[config.mk]
export PLATFORM = sky130hd
export DESIGN_NAME = poly_sub_ctrl
export DESIGN_NICKNAME = d
export VERILOG_FILES = /design/src/rtl/poly_sub_ctrl.sv
export SDC_FILE = /design/constraint.sdc
export NUM_CORES = 1
export LEC_CHECK = 0
export ABC_AREA = 0
export CAP_MARGIN = 0
export CORE_ASPECT_RATIO = 2
export CORE_MARGIN = 4
export CORE_UTILIZATION = 32
export CTS_BUF_LIST = sky130_fd_sc_hd__clkbuf_4
export DETAILED_ROUTE_END_ITERATION = 7
export HOLD_SLACK_MARGIN = 0.03
export PLACE_DENSITY_LB_ADDON = 0.08
export SLEW_MARGIN = 30
export SYNTH_ARGS = -nofsm -noshare
export SYNTH_HDL_FRONTEND = slang
export SYNTH_SLANG_ARGS = --single-unit
[constraint.sdc]
create_clock -name clk -period 2.3 [get_ports clk]
set_clock_uncertainty 0.05 [all_clocks]
set_input_delay 0.69 -clock clk [delete_from_list [all_inputs] [get_ports clk]]
set_output_delay 0.69 -clock clk [all_outputs]
set_load 0.01 [all_outputs]
[src/rtl/poly_sub_ctrl.sv]
// poly_sub_ctrl
// Sequences one coefficient-wise modular subtraction c[i] = (a[i] - b[i]) mod q
// over a whole polynomial. It reads coefficient i from BRAM A and BRAM B, which
// share one read address. It feeds the registered subtractor and writes each
// result to the result BRAM. All arithmetic happens in the external subtractor.
// This block only sequences addresses and enables.
//
// Ports:
//   clk, rst_n            system clock (rising edge), async active-low reset
//   start                 one-cycle request to begin, honoured only in IDLE
//   hold                  pauses new reads; reads already issued still complete
//   busy                  high from the cycle after start through the done cycle
//   done                  one-cycle pulse once the last result has been written
//   rd_en, rd_addr        shared read port of BRAM A / BRAM B
//   rd_data_a, rd_data_b  BRAM read data (RD_LAT cycles after rd_en)
//   sub_a, sub_b          subtractor operands (pass-through of BRAM data)
//   sub_out               subtractor result (SUB_LAT cycles after operands)
//   wr_en, wr_addr        result BRAM write port
//   wr_data               write data (pass-through of sub_out)
module poly_sub_ctrl #(
    parameter int N_COEF  = 1024,
    parameter int ADDR_W  = 10,
    parameter int RD_LAT  = 1,
    parameter int SUB_LAT = 1
) (
    input  logic              clk,
    input  logic              rst_n,
    input  logic              start,
    input  logic              hold,
    output logic              busy,
    output logic              done,
    output logic              rd_en,
    output logic [ADDR_W-1:0] rd_addr,
    input  logic [23:0]       rd_data_a,
    input  logic [23:0]       rd_data_b,
    output logic [23:0]       sub_a,
    output logic [23:0]       sub_b,
    input  logic [23:0]       sub_out,
    output logic              wr_en,
    output logic [ADDR_W-1:0] wr_addr,
    output logic [23:0]       wr_data
);

    localparam int PIPE_D = RD_LAT + SUB_LAT;

    // Selects every pipe stage except the last one. When those stages are empty,
    // the write happening now is the final one.
    localparam logic [PIPE_D-1:0] UPSTREAM_MASK = {1'b0, {(PIPE_D-1){1'b1}}};

    typedef enum logic [1:0] {
        IDLE,
        RUN,
        DRAIN,
        DONE
    } state_t;

    state_t            state;
    state_t            state_nxt;
    logic [ADDR_W-1:0] rd_cnt;
    logic [ADDR_W-1:0] last_addr;
    logic              last_read;
    logic              pipe_empty_next;

    logic [PIPE_D-1:0] pipe_vld;
    logic [ADDR_W-1:0] pipe_addr [PIPE_D];

    // The data path is pure wiring. Operands and results pass through untouched.
    assign sub_a   = rd_data_a;
    assign sub_b   = rd_data_b;
    assign wr_data = sub_out;

    assign last_read       = (rd_cnt == ADDR_W'(N_COEF - 1));
    assign pipe_empty_next = ((pipe_vld & UPSTREAM_MASK) == '0);

    // State register.
    always_ff @(posedge clk or negedge rst_n) begin
        if (!rst_n) begin
            state <= IDLE;
        end else begin
            state <= state_nxt;
        end
    end

    // Next-state logic and state-decoded outputs.
    // A read issues in every RUN cycle that hold is low.
    // DRAIN ignores hold and only waits for the tracking pipe to empty.
    always_comb begin
        state_nxt = state;
        rd_en     = 1'b0;
        busy      = 1'b0;
        done      = 1'b0;
        unique case (state)
            IDLE: begin
                if (start) begin
                    state_nxt = RUN;
                end
            end
            RUN: begin
                busy  = 1'b1;
                rd_en = !hold;
                if (!hold && last_read) begin
                    state_nxt = DRAIN;
                end
            end
            DRAIN: begin
                busy = 1'b1;
                if (pipe_empty_next) begin
                    state_nxt = DONE;
                end
            end
            DONE: begin
                busy      = 1'b1;
                done      = 1'b1;
                state_nxt = IDLE;
            end
            default: begin
                state_nxt = IDLE;
            end
        endcase
    end

    // The read counter restarts from 0 for every run and advances once per issued read.
    // last_addr remembers the most recent issued address. rd_addr then stays stable
    // while no read is in progress.
    always_ff @(posedge clk or negedge rst_n) begin
        if (!rst_n) begin
            rd_cnt    <= '0;
            last_addr <= '0;
        end else begin
            if (state == IDLE) begin
                rd_cnt <= '0;
            end else if (rd_en) begin
                rd_cnt    <= rd_cnt + ADDR_W'(1);
                last_addr <= rd_cnt;
            end
        end
    end

    assign rd_addr = rd_en ? rd_cnt : last_addr;

    // The tracking pipe shifts a valid bit and an address alongside each read.
    // Its output lines up with the moment sub_out holds that coefficient's result.
    // Holes left by hold travel through the pipe as gaps in wr_en.
    // Reset flushes the pipe, so no write escapes after rst_n drops.
    always_ff @(posedge clk or negedge rst_n) begin
        if (!rst_n) begin
            pipe_vld <= '0;
            for (int i = 0; i < PIPE_D; i++) begin
                pipe_addr[i] <= '0;
            end
        end else begin
            pipe_vld[0]  <= rd_en;
            pipe_addr[0] <= rd_addr;
            for (int i = 1; i < PIPE_D; i++) begin
                pipe_vld[i]  <= pipe_vld[i-1];
                pipe_addr[i] <= pipe_addr[i-1];
            end
        end
    end

    assign wr_en   = pipe_vld[PIPE_D-1];
    assign wr_addr = pipe_addr[PIPE_D-1];

endmodule

==> results.txt <==
Status: complete, but fails checks
Failing checks: negative setup slack
Share of cells above drive strength 1: 41.1%
Number of buffers and inverters on the critical path: 4
Global-route wire length before repair: 7.08 mm
Post-synthesis area per instance: 11.5 µm²
Number of warnings printed during yosys synthesis: 0
Setup slack after layout: -0.243 ns
IO Count: 172
Worst Min Path Start: pipe_addr[18]
Worst slew margin: 61.3%
List of cells traversed by the critical path: inv_2, ha_4, nor2b_4, buf_6, buf_6, mux2_4, buf_6
Area added between synthesis and finish: 3.95%
Core Box Area: 7050 µm²
Total half-perimeter wirelength after legalization and detailed placement: 3.17 mm
Total clock buffers created by CTS: 5
Library cell occupying the most area in the post-synthesis netlist: sky130_fd_sc_hd__dfrtp_1
Area share of the leading cell type in the synthesized netlist: 47.0%
Data required time at the worst endpoint: 1.56 ns
Worst setup path startpoint: state[1]
RD Place Congestion: 0.711
Layout Nets: 261
Number of routed nets with antenna violations: 0
Hold buffers post-CTS: 0
Die Width: 68.5 µm
Unrepaired setup endpoints after global routing: yes
Clock root buffer: sky130_fd_sc_hd__clkbuf_4
Max stage delay on crit path: 0.42 ns
Via/cell ratio: 4.47
Count of antenna diodes in the layout: 0
Final period util: 111%
Cell area power density: 957 nW/µm²
Most common library cell in the layout ignoring fill and taps: sky130_fd_sc_hd__dfrtp_1
All-layer global routing usage: 11.0%
Violation count after the first detailed-routing iteration: 16
Die footprint: 8840 µm²
Maximum clock frequency: 393 MHz
Dominant register cell in the synthesized netlist: sky130_fd_sc_hd__dfrtp_1
IO Port Bufs: 27
Min-Delay Path Class: reg2reg
Worst-skew pair later-pin latency: 0.36 ns
Startpoint kind of the worst setup timing path: flip-flop
Total global routing overflow: 0
Max rail drop VDD: 0.292 mV
Data arrival time of the worst path: 1.80 ns
Gate count of the mapped netlist: 203
Maximum number of pins on one net before global-route repair: 45
# H-tree levels: 2
Count of flip-flops with a built-in enable after synthesis: 0
Number of endpoints failing setup at the final stage: 11
Synth top area cells: sky130_fd_sc_hd__dfrtp_1, sky130_fd_sc_hd__buf_4, sky130_fd_sc_hd__mux2_2, sky130_fd_sc_hd__ha_1, sky130_fd_sc_hd__xnor2_1
Async set-or-reset flop fraction in the synthesized netlist: 100%
Clock transition at the registers of the reported paths: 0.13 ns
Distinct cells, synth: 26
Number of global-route vias before repair: 1,368
CP Capture Type: output pin
Clock sink count: 44
Height of the chip: 129 µm
Crit Path Class: reg2out
Tightest hold margin: 0.312 ns
Sequential cell area fraction in the yosys report: 47.0%
Initial antenna violation count: 0
Launch instance of the worst register-to-register path: state[1]
First-pass DRT Iterations: 4
Detailed-route wire length: 4.54 mm
Starting density of the core: 33.3%
Static Leak: 1.17 nW
Leading cell types in the layout, fill and taps excluded: sky130_fd_sc_hd__dfrtp_1, sky130_fd_sc_hd__buf_4, sky130_fd_sc_hd__buf_6, sky130_fd_sc_hd__clkdlybuf4s50_1, sky130_fd_sc_hd__mux2_4
Worst path slowest cell: sky130_fd_sc_hd__dfrtp_1
Worst Tran Pin Value: 0.580 ns
Kind of cell adding the most delay to the critical path: buffers and inverters
Remaining DRCs: 0
Post-synth design cell area: 2340 µm²
Hold Vio Cnt, Final: 0
CTS tree: yes
WL/cell: 16.8 µm
Yosys reg bits: 44
Tmin final: 2.54 ns
Vias: 1,208
Pre-CTS worst setup slack: -0.783 ns
MaxCap Viol Count: 0
Fin. max-slew vios: 0
Maximum fanout encountered on the critical timing path: 5
Floorplan row count: 43
Buffers from clock root to sink, at most: 2
Synth Net Count: 285
Most repeated library cell on the critical path: sky130_fd_sc_hd__buf_6
Sum Neg Setup Slack: -2.43 ns
state kept, by name, summed over array words and instances, names as in the netlist:
register,flops
pipe_vld,2
pipe_addr,10
last_addr,10
rd_cnt,10
wr_addr,10
state,2
final cells by class:
cell class              instances  area [µm²]
repair buffers                 54         482
clock inverters                 3        37.5
clock buffers                   5        37.5
inverters                       5        18.8
fillers                       717        4610
well taps                      90         113
multi-input cells              69         647
flip-flops and latches         44        1100
worst paths after layout:
kind	to	depth (start not counted)	slack, ns
max	rd_addr[9]	7	-0.24
min	wr_addr[8]	0	0.31
max reg2reg	last_addr[2]	9	0.36
min reg2reg	wr_addr[8]	0	0.31
max in group asynchronous	wr_addr[9]	2	1.45
min in group asynchronous	last_addr[7]	2	0.35
logic make-up after synthesis:
family | synth area share [%]
xor+xnor | 2.99
fa+ha+maj | 3.20
compound gates | 1.44
simple gates | 6.41
buf+inv | 27.9
flops | 47.0
mux | 11.1
per-layer routing:
metal,share of wire (%),track usage [%],vias to the layer above
li1,-,-,526
met1,35,10.6,578
met2,46,16.0,53
met3,9.0,4.16,51
met4,10,12.9,0
met5,0,0,-
report_power, final:
part	switching (mW)	internal, mW
sequential	0.110	0.989
clock	0.253	0.222
combinational	0.313	0.445
total	0.675	1.66
through the flow:
stage | std cells | util (%) | power (mW) | cell area, µm²
finish | 270 | 34.6 | 2.33 | 2440
global route | 270 | 34.6 | 2.47 | 2440
CTS | 266 | 34.1 | 2.36 | 2400
detailed placement | 254 | 31.7 | 1.83 | 2230
global placement | 254 | 31.7 | 1.82 | 2230
floorplan | 203 | - | 1.62 | 2350
cell usage after synthesis (3+ instances only):
cell type	instances
sky130_fd_sc_hd__buf_4	84
sky130_fd_sc_hd__dfrtp_1	44
sky130_fd_sc_hd__ha_1	6
sky130_fd_sc_hd__inv_1	5
sky130_fd_sc_hd__mux2_2	20
sky130_fd_sc_hd__nand2_1	4
sky130_fd_sc_hd__nor2_1	10
sky130_fd_sc_hd__nor3_1	3
sky130_fd_sc_hd__xnor2_1	5
sky130_fd_sc_hd__xor2_1	3
what timing repair did:
action | CTS | global route
setup buffers | 4 | 5
resized for setup | 74 | 5
setup endpoints to repair | 13 | 12
Power figures use the tool's default switching activity.
